**src/rtl/mem_xbar.sv**
```systemverilog
// N-master x M-slave SRAM crossbar: address decode, per-slave round-robin arbitration, 1-cycle responses.
// Optional MEM_XBAR_ERR_RESP_EN: unmapped accesses report m_err_o=1 alongside their rvalid.
module mem_xbar #(
   parameter int N_MASTERS        = 2,
   parameter int N_SLAVES         = 2,
   parameter int ADDR_WIDTH       = 32,
   parameter int DATA_WIDTH       = 32,
   parameter int SLAVE_ADDR_WIDTH = 15,
   parameter logic [N_SLAVES*ADDR_WIDTH-1:0] SLAVE_BASE = {32'h2000_0000, 32'h1000_0000}
) (
   input  logic                                 clk,
   input  logic                                 rst,
   input  logic [N_MASTERS-1:0]                 m_req_i,
   output logic [N_MASTERS-1:0]                 m_gnt_o,
   output logic [N_MASTERS-1:0]                 m_rvalid_o,
   output logic [N_MASTERS-1:0]                 m_err_o,
   input  logic [N_MASTERS-1:0]                 m_we_i,
   input  logic [N_MASTERS*DATA_WIDTH/8-1:0]    m_be_i,
   input  logic [N_MASTERS*ADDR_WIDTH-1:0]      m_addr_i,
   input  logic [N_MASTERS*DATA_WIDTH-1:0]      m_wdata_i,
   output logic [N_MASTERS*DATA_WIDTH-1:0]      m_rdata_o,
   output logic [N_SLAVES-1:0]                  s_en_o,
   output logic [N_SLAVES-1:0]                  s_we_o,
   output logic [N_SLAVES*DATA_WIDTH/8-1:0]     s_be_o,
   output logic [N_SLAVES*SLAVE_ADDR_WIDTH-1:0] s_addr_o,
   output logic [N_SLAVES*DATA_WIDTH-1:0]       s_wdata_o,
   input  logic [N_SLAVES*DATA_WIDTH-1:0]       s_rdata_i
);

   localparam int BE_W = DATA_WIDTH / 8;
   localparam int MW   = (N_MASTERS > 1) ? $clog2(N_MASTERS) : 1;
   localparam int SW   = (N_SLAVES > 1) ? $clog2(N_SLAVES) : 1;
   localparam int TW   = ADDR_WIDTH - SLAVE_ADDR_WIDTH;

   logic [ADDR_WIDTH-1:0] addr  [N_MASTERS];
   logic [BE_W-1:0]       be    [N_MASTERS];
   logic [DATA_WIDTH-1:0] wdata [N_MASTERS];
   logic [DATA_WIDTH-1:0] rdata [N_SLAVES];

   logic [N_MASTERS-1:0]  mapped;
   logic [SW-1:0]         slv [N_MASTERS];

   logic [N_SLAVES-1:0]   win_vld;
   logic [MW-1:0]         win  [N_SLAVES];
   logic [MW-1:0]         rr_q [N_SLAVES];
   logic [N_MASTERS-1:0]  gnt;

   logic [N_MASTERS-1:0]  rvalid_q;
   logic [N_MASTERS-1:0]  err_q;
   logic [SW-1:0]         sel_q [N_MASTERS];

   always_comb begin
      for (int k = 0; k < N_MASTERS; k++) begin
         addr[k]  = m_addr_i[k*ADDR_WIDTH +: ADDR_WIDTH];
         be[k]    = m_be_i[k*BE_W +: BE_W];
         wdata[k] = m_wdata_i[k*DATA_WIDTH +: DATA_WIDTH];
      end
      for (int i = 0; i < N_SLAVES; i++) begin
         rdata[i] = s_rdata_i[i*DATA_WIDTH +: DATA_WIDTH];
      end
   end

   // Decode: scanning downwards lets the lowest matching slave win on overlap.
   always_comb begin
      for (int k = 0; k < N_MASTERS; k++) begin
         mapped[k] = 1'b0;
         slv[k]    = '0;
         for (int i = N_SLAVES - 1; i >= 0; i--) begin
            if (addr[k][ADDR_WIDTH-1:SLAVE_ADDR_WIDTH] ==
                SLAVE_BASE[i*ADDR_WIDTH+SLAVE_ADDR_WIDTH +: TW]) begin
               mapped[k] = 1'b1;
               slv[k]    = SW'(i);
            end
         end
      end
   end

   // Arbitration: first requesting master at or after rr_q (cyclic) wins each slave.
   always_comb begin
      int idx;
      idx = 0;
      for (int i = 0; i < N_SLAVES; i++) begin
         win_vld[i] = 1'b0;
         win[i]     = '0;
         for (int o = 0; o < N_MASTERS; o++) begin
            idx = int'(rr_q[i]) + o;
            if (idx >= N_MASTERS) idx = idx - N_MASTERS;
            if (!win_vld[i] && !rst && m_req_i[idx] && mapped[idx] && slv[idx] == SW'(i)) begin
               win_vld[i] = 1'b1;
               win[i]     = MW'(idx);
            end
         end
      end
   end

   // Unmapped requests bypass arbitration and are always accepted.
   always_comb begin
      gnt = '0;
      for (int k = 0; k < N_MASTERS; k++) begin
         if (!rst && m_req_i[k] && !mapped[k]) gnt[k] = 1'b1;
      end
      for (int i = 0; i < N_SLAVES; i++) begin
         if (win_vld[i]) gnt[win[i]] = 1'b1;
      end
   end

   always_comb begin
      s_en_o    = '0;
      s_we_o    = '0;
      s_be_o    = '0;
      s_addr_o  = '0;
      s_wdata_o = '0;
      for (int i = 0; i < N_SLAVES; i++) begin
         if (win_vld[i]) begin
            s_en_o[i]                                            = 1'b1;
            s_we_o[i]                                            = m_we_i[win[i]];
            s_be_o[i*BE_W +: BE_W]                               = be[win[i]];
            s_addr_o[i*SLAVE_ADDR_WIDTH +: SLAVE_ADDR_WIDTH]     = addr[win[i]][SLAVE_ADDR_WIDTH-1:0];
            s_wdata_o[i*DATA_WIDTH +: DATA_WIDTH]                = wdata[win[i]];
         end
      end
   end

   always_ff @(posedge clk) begin
      if (rst) begin
         for (int i = 0; i < N_SLAVES; i++) rr_q[i] <= '0;
      end else begin
         for (int i = 0; i < N_SLAVES; i++) begin
            if (win_vld[i]) rr_q[i] <= (win[i] == MW'(N_MASTERS - 1)) ? '0 : win[i] + 1'b1;
         end
      end
   end

   // Response stage: grant in cycle t presents rvalid/rdata in cycle t+1.
   always_ff @(posedge clk) begin
      if (rst) begin
         rvalid_q <= '0;
         err_q    <= '0;
         for (int k = 0; k < N_MASTERS; k++) sel_q[k] <= '0;
      end else begin
         rvalid_q <= gnt;
         for (int k = 0; k < N_MASTERS; k++) begin
            if (gnt[k]) begin
               err_q[k] <= !mapped[k];
               sel_q[k] <= slv[k];
            end
         end
      end
   end

   assign m_gnt_o    = gnt;
   assign m_rvalid_o = rvalid_q;

`ifdef MEM_XBAR_ERR_RESP_EN
   assign m_err_o = rvalid_q & err_q;
`else
   assign m_err_o = '0;
`endif

   // err_q doubles as the "unmapped" marker, forcing rdata to zero either way.
   always_comb begin
      m_rdata_o = '0;
      for (int k = 0; k < N_MASTERS; k++) begin
         if (rvalid_q[k] && !err_q[k]) m_rdata_o[k*DATA_WIDTH +: DATA_WIDTH] = rdata[sel_q[k]];
      end
   end

endmodule
```
**config.mk**
```make
export PLATFORM = sky130hd
export DESIGN_NAME = mem_xbar
export DESIGN_NICKNAME = d
export VERILOG_FILES = /design/src/rtl/mem_xbar.sv
export SDC_FILE = /design/constraint.sdc
export NUM_CORES = 1
export LEC_CHECK = 0
export ABC_AREA = 0
export CORE_AREA = 2 2 148 150
export DETAILED_ROUTE_END_ITERATION = 7
export DIE_AREA = 0 0 150 152
export PLACE_DENSITY = 0.46
export SYNTH_ARGS = -nofsm -noshare
export SYNTH_HDL_FRONTEND = slang
export SYNTH_SLANG_ARGS = --single-unit
```
**constraint.sdc**
```tcl
create_clock -name clk -period 10.2 [get_ports clk]
set_input_delay 3.06 -clock clk [delete_from_list [all_inputs] [get_ports clk]]
set_output_delay 3.06 -clock clk [all_outputs]
set_load 0.01 [all_outputs]
```
==> results of run 1 <==
==> layer usage <==
metal | up-vias | global-route usage, % | routed length (um)
met2 | 271 | 27.4 | 8960
met5 | - | 0 | 0
met3 | 22 | 3.87 | 1890
met1 | 1989 | 14.4 | 6180
met4 | 0 | 4.00 | 442
li1 | 2052 | - | -
==> logic make-up (layout without fill, tap and decap cells) <==
group                  after synthesis  in the layout  synth area share, %
AOI/OAI and AO/OA                  121            121                 37.9
buffers and inverters               40            392                 9.24
DFF                                  8              8                 7.25
muxes                               64             64                 23.2
other                                1              2                0.136
and+or+nand+nor                    108            108                 22.3
==> stage by stage <==
| step | cells | hold slack, ns | power (mW) | setup slack, ns |
|---|---|---|---|---|
| 2_1_floorplan | 343 | 0.417 | 0.0855 | 2.63 |
| 3_3_place_gp | 972 | 0.433 | 0.207 | 1.09 |
| 3_5_place_dp | 972 | 0.440 | 0.209 | 0.994 |
| 4_1_cts | 975 | 0.449 | 0.278 | 1.01 |
| 5_1_grt | 975 | 0.486 | 0.290 | 0.818 |
| 6_report | 975 | 0.450 | 0.274 | 1.06 |
==> cells in the final DEF, fill, tap and decap left out, types with 3 or more instances in the layout <==
cell type,count
a22o_1,104
buf_4,8
nor4_4,5
nor2_1,68
dfxtp_1,4
nand3_1,3
edfxtp_1,4
nor2b_1,3
nand2b_1,6
clkbuf_16,3
nor3_1,4
nand2_1,6
mux2i_1,64
clkdlybuf4s50_1,379
nor4_2,3
==> power groups by stage <==
stage	clock (mW)	sequential, mW	combinational (mW)
finish	0.0656	0.0368	0.171
global route	0.0698	0.0371	0.183
CTS	0.0680	0.0368	0.173
detailed placement	0	0.0373	0.172
global placement	0	0.0372	0.170
floorplan	0	0.0373	0.0482
==> cell type report <==
class	instances	area [um^2]	share of cell area, %
Sequential cell	8	200	2.94
Timing Repair Buffer	387	3850	56.7
Clock buffer	3	75.1	1.10
Inverter	2	7.51	0.110
Tap cell	280	350	5.15
Multi-Input combinational cell	295	2310	34.0
==> state kept, by name, indices dropped and copies added, names as in the netlist <==
signal and flops:
err_q 2, sel_q 2, rr_q 2, m_rvalid_o 2
==> worst max-delay path: cells and delay by family <==
| family | cells | cell delay, ns |
|---|---|---|
| compound gates | 2 | 0.95 |
| buf+inv | 3 | 1.33 |
| simple gates | 2 | 0.70 |
==> worst max-delay path by stage <==
| stage | from | end | slack (ns) | cells past startpoint |
|---|---|---|---|---|
| after CTS | m_addr_i[21] | s_addr_o[16] | 1.01 | 7 |
| after floorplan | m_addr_i[57] | s_addr_o[0] | 2.63 | 5 |
| after global routing | m_addr_i[17] | s_wdata_o[60] | 0.82 | 7 |
| final | m_addr_i[17] | s_wdata_o[59] | 1.06 | 7 |
| after detailed placement | m_addr_i[21] | s_addr_o[16] | 0.99 | 7 |
| after global placement | m_addr_i[21] | s_addr_o[21] | 1.09 | 7 |
==> flow_metrics.env, run 1 <==
export IMPL_status="completed"
export IMPL_post_dp_hpwl_um=14500
export IMPL_cts_tree="done"
export IMPL_power_per_cell_area_mw_per_mm2=40.3
export IMPL_final_area_mm2=0.00680
export IMPL_io_pins=382
export IMPL_place_area_mm2=0.00672
export IMPL_r2r_setup_slack_ns=8.34
export IMPL_num_vias=4334
export IMPL_syn_avg_cell_area_um2=8.08
export IMPL_drv_cap=0
export IMPL_swShare_pct=28.8
export IMPL_synthCells=342
export IMPL_worstHoldEndpoint="err_q[0]"
export IMPL_worst_setup_path_type="in2out"
export IMPL_post_drt_wl_per_cell_um=17.9
export IMPL_finalHoldViolCount=0
export IMPL_cts_sinks=8
export IMPL_clock_skew_ns=0.00446
export IMPL_fp_dieW_um=150
export IMPL_cp_common_cell="clkdlybuf4s50_1"
export IMPL_cts_max_path_buffers=2
export IMPL_fin_util_pct=31.8
export IMPL_internal_power_mw=0.195
export IMPL_wl_um=17500
export IMPL_cts_buffers=3
export IMPL_maxClockFrequency_ghz=0.109
export IMPL_h_tree_depth=1
export IMPL_synth_distinct_cells=40
export IMPL_hp_class="reg2reg"
export IMPL_synth_most_common_cell="a22o_1"
export IMPL_crit_reg2reg_launch="rr_q[0][1]"
export IMPL_cp_required_ns=7.14
export IMPL_antenna_left=0
export IMPL_ys_ff_latch=8
export IMPL_max_slew_margin_pct=43.8
export IMPL_clkTransAtPathRegs_ns=0.03
export IMPL_pwr_share_comb_pct=62.6
export IMPL_gr_total_overflow=0
export IMPL_synth_area_leaders="a22o_1, mux2i_1, nor2_1"
export IMPL_power_switching_mw=0.0789
export IMPL_grt_max_degree=54
export IMPL_hold_buffers=0
export IMPL_place_congestion=0.877
export IMPL_rsz0062_at_grt="false"
export IMPL_worst_r2r_path_depth=4
export IMPL_p_leak_nw=2.47
export IMPL_first_pass_iters=4
export IMPL_yosysSeqAreaShare_pct=7.25
export IMPL_grt_usage_pct=14.1
export IMPL_slowest_delay_ns=0.78
export IMPL_n_antenna_cell=0
export IMPL_critPathSlowestCell="o2111a_2"
export IMPL_clockRootBuffer="clkbuf_16"
export IMPL_synth_common_cells="a22o_1, nor2_1, mux2i_1"
export IMPL_portBuffers=379
export IMPL_cp_end_kind="output pin"
export IMPL_cts_resized=0
export IMPL_min_period_ns=9.14
export IMPL_p_seq_share_pct=13.5
export IMPL_layout_drive_gt1_share_pct=3.60
export IMPL_die_h_um=152
export IMPL_pwr_share_clk_pct=24.0
export IMPL_period_share_pct=89.7
export IMPL_synth_top_area_share_pct=33.0
export IMPL_antenna_found_initial=0
export IMPL_path_cells="clkdlybuf4s50_1 > nor4_2 > and4_1 > o2111a_2 > buf_4 > a22o_1 > clkdlybuf4s50_1"
export IMPL_drtIter0Drc=128
export IMPL_worstPathArrival_ns=6.08
export IMPL_startpoint_type="input pin"
export IMPL_r2r_end="sel_q[0][0]"
export IMPL_final_net_count=903
export IMPL_vdd_drop_max_mv=0.0326
export IMPL_hold_path_depth=1
export IMPL_nFillCells=2268
export IMPL_synth_largest_area_cell="a22o_1"
export IMPL_grt_pass1_wl_um=25700
export IMPL_async_flop_share_pct=0
export IMPL_setup_tns_ns=0
export IMPL_setup_viol=0
export IMPL_row_count=54
export IMPL_dieArea_mm2=0.0228
export IMPL_tightest_slew_ns=0.844
export IMPL_finalMaxSlewViolations=0
export IMPL_via_per_inst=4.45
export IMPL_min_from="err_q[0]"
export IMPL_syn2layout_area_growth_pct=146
export IMPL_netlist_area_mm2=0.00276
export IMPL_synth_edff_count=4
export IMPL_core_mm2=0.0214
export IMPL_grt_pass1_vias=4578
export IMPL_yosys_most_used_dff="edfxtp_1"
export IMPL_clock_latency_ns=0.23
export IMPL_drc=0
export IMPL_cts_setup_buffers=0
export IMPL_path_max_fanout=38
export IMPL_start_util_pct=12.9
export IMPL_yosysWarnings=0
(Power assumes the default switching activity.)
==> run 2, diff against run 1 <==
--- a/config.mk
+++ b/config.mk
@@ -10,6 +10,7 @@
 export DETAILED_ROUTE_END_ITERATION = 7
 export DIE_AREA = 0 0 150 152
 export PLACE_DENSITY = 0.46
+export SLEW_MARGIN = 20
 export SYNTH_ARGS = -nofsm -noshare
 export SYNTH_HDL_FRONTEND = slang
 export SYNTH_SLANG_ARGS = --single-unit
==> results of run 2 <==
Same layout as run 1: the final DEF is identical, and so are final timing and power.
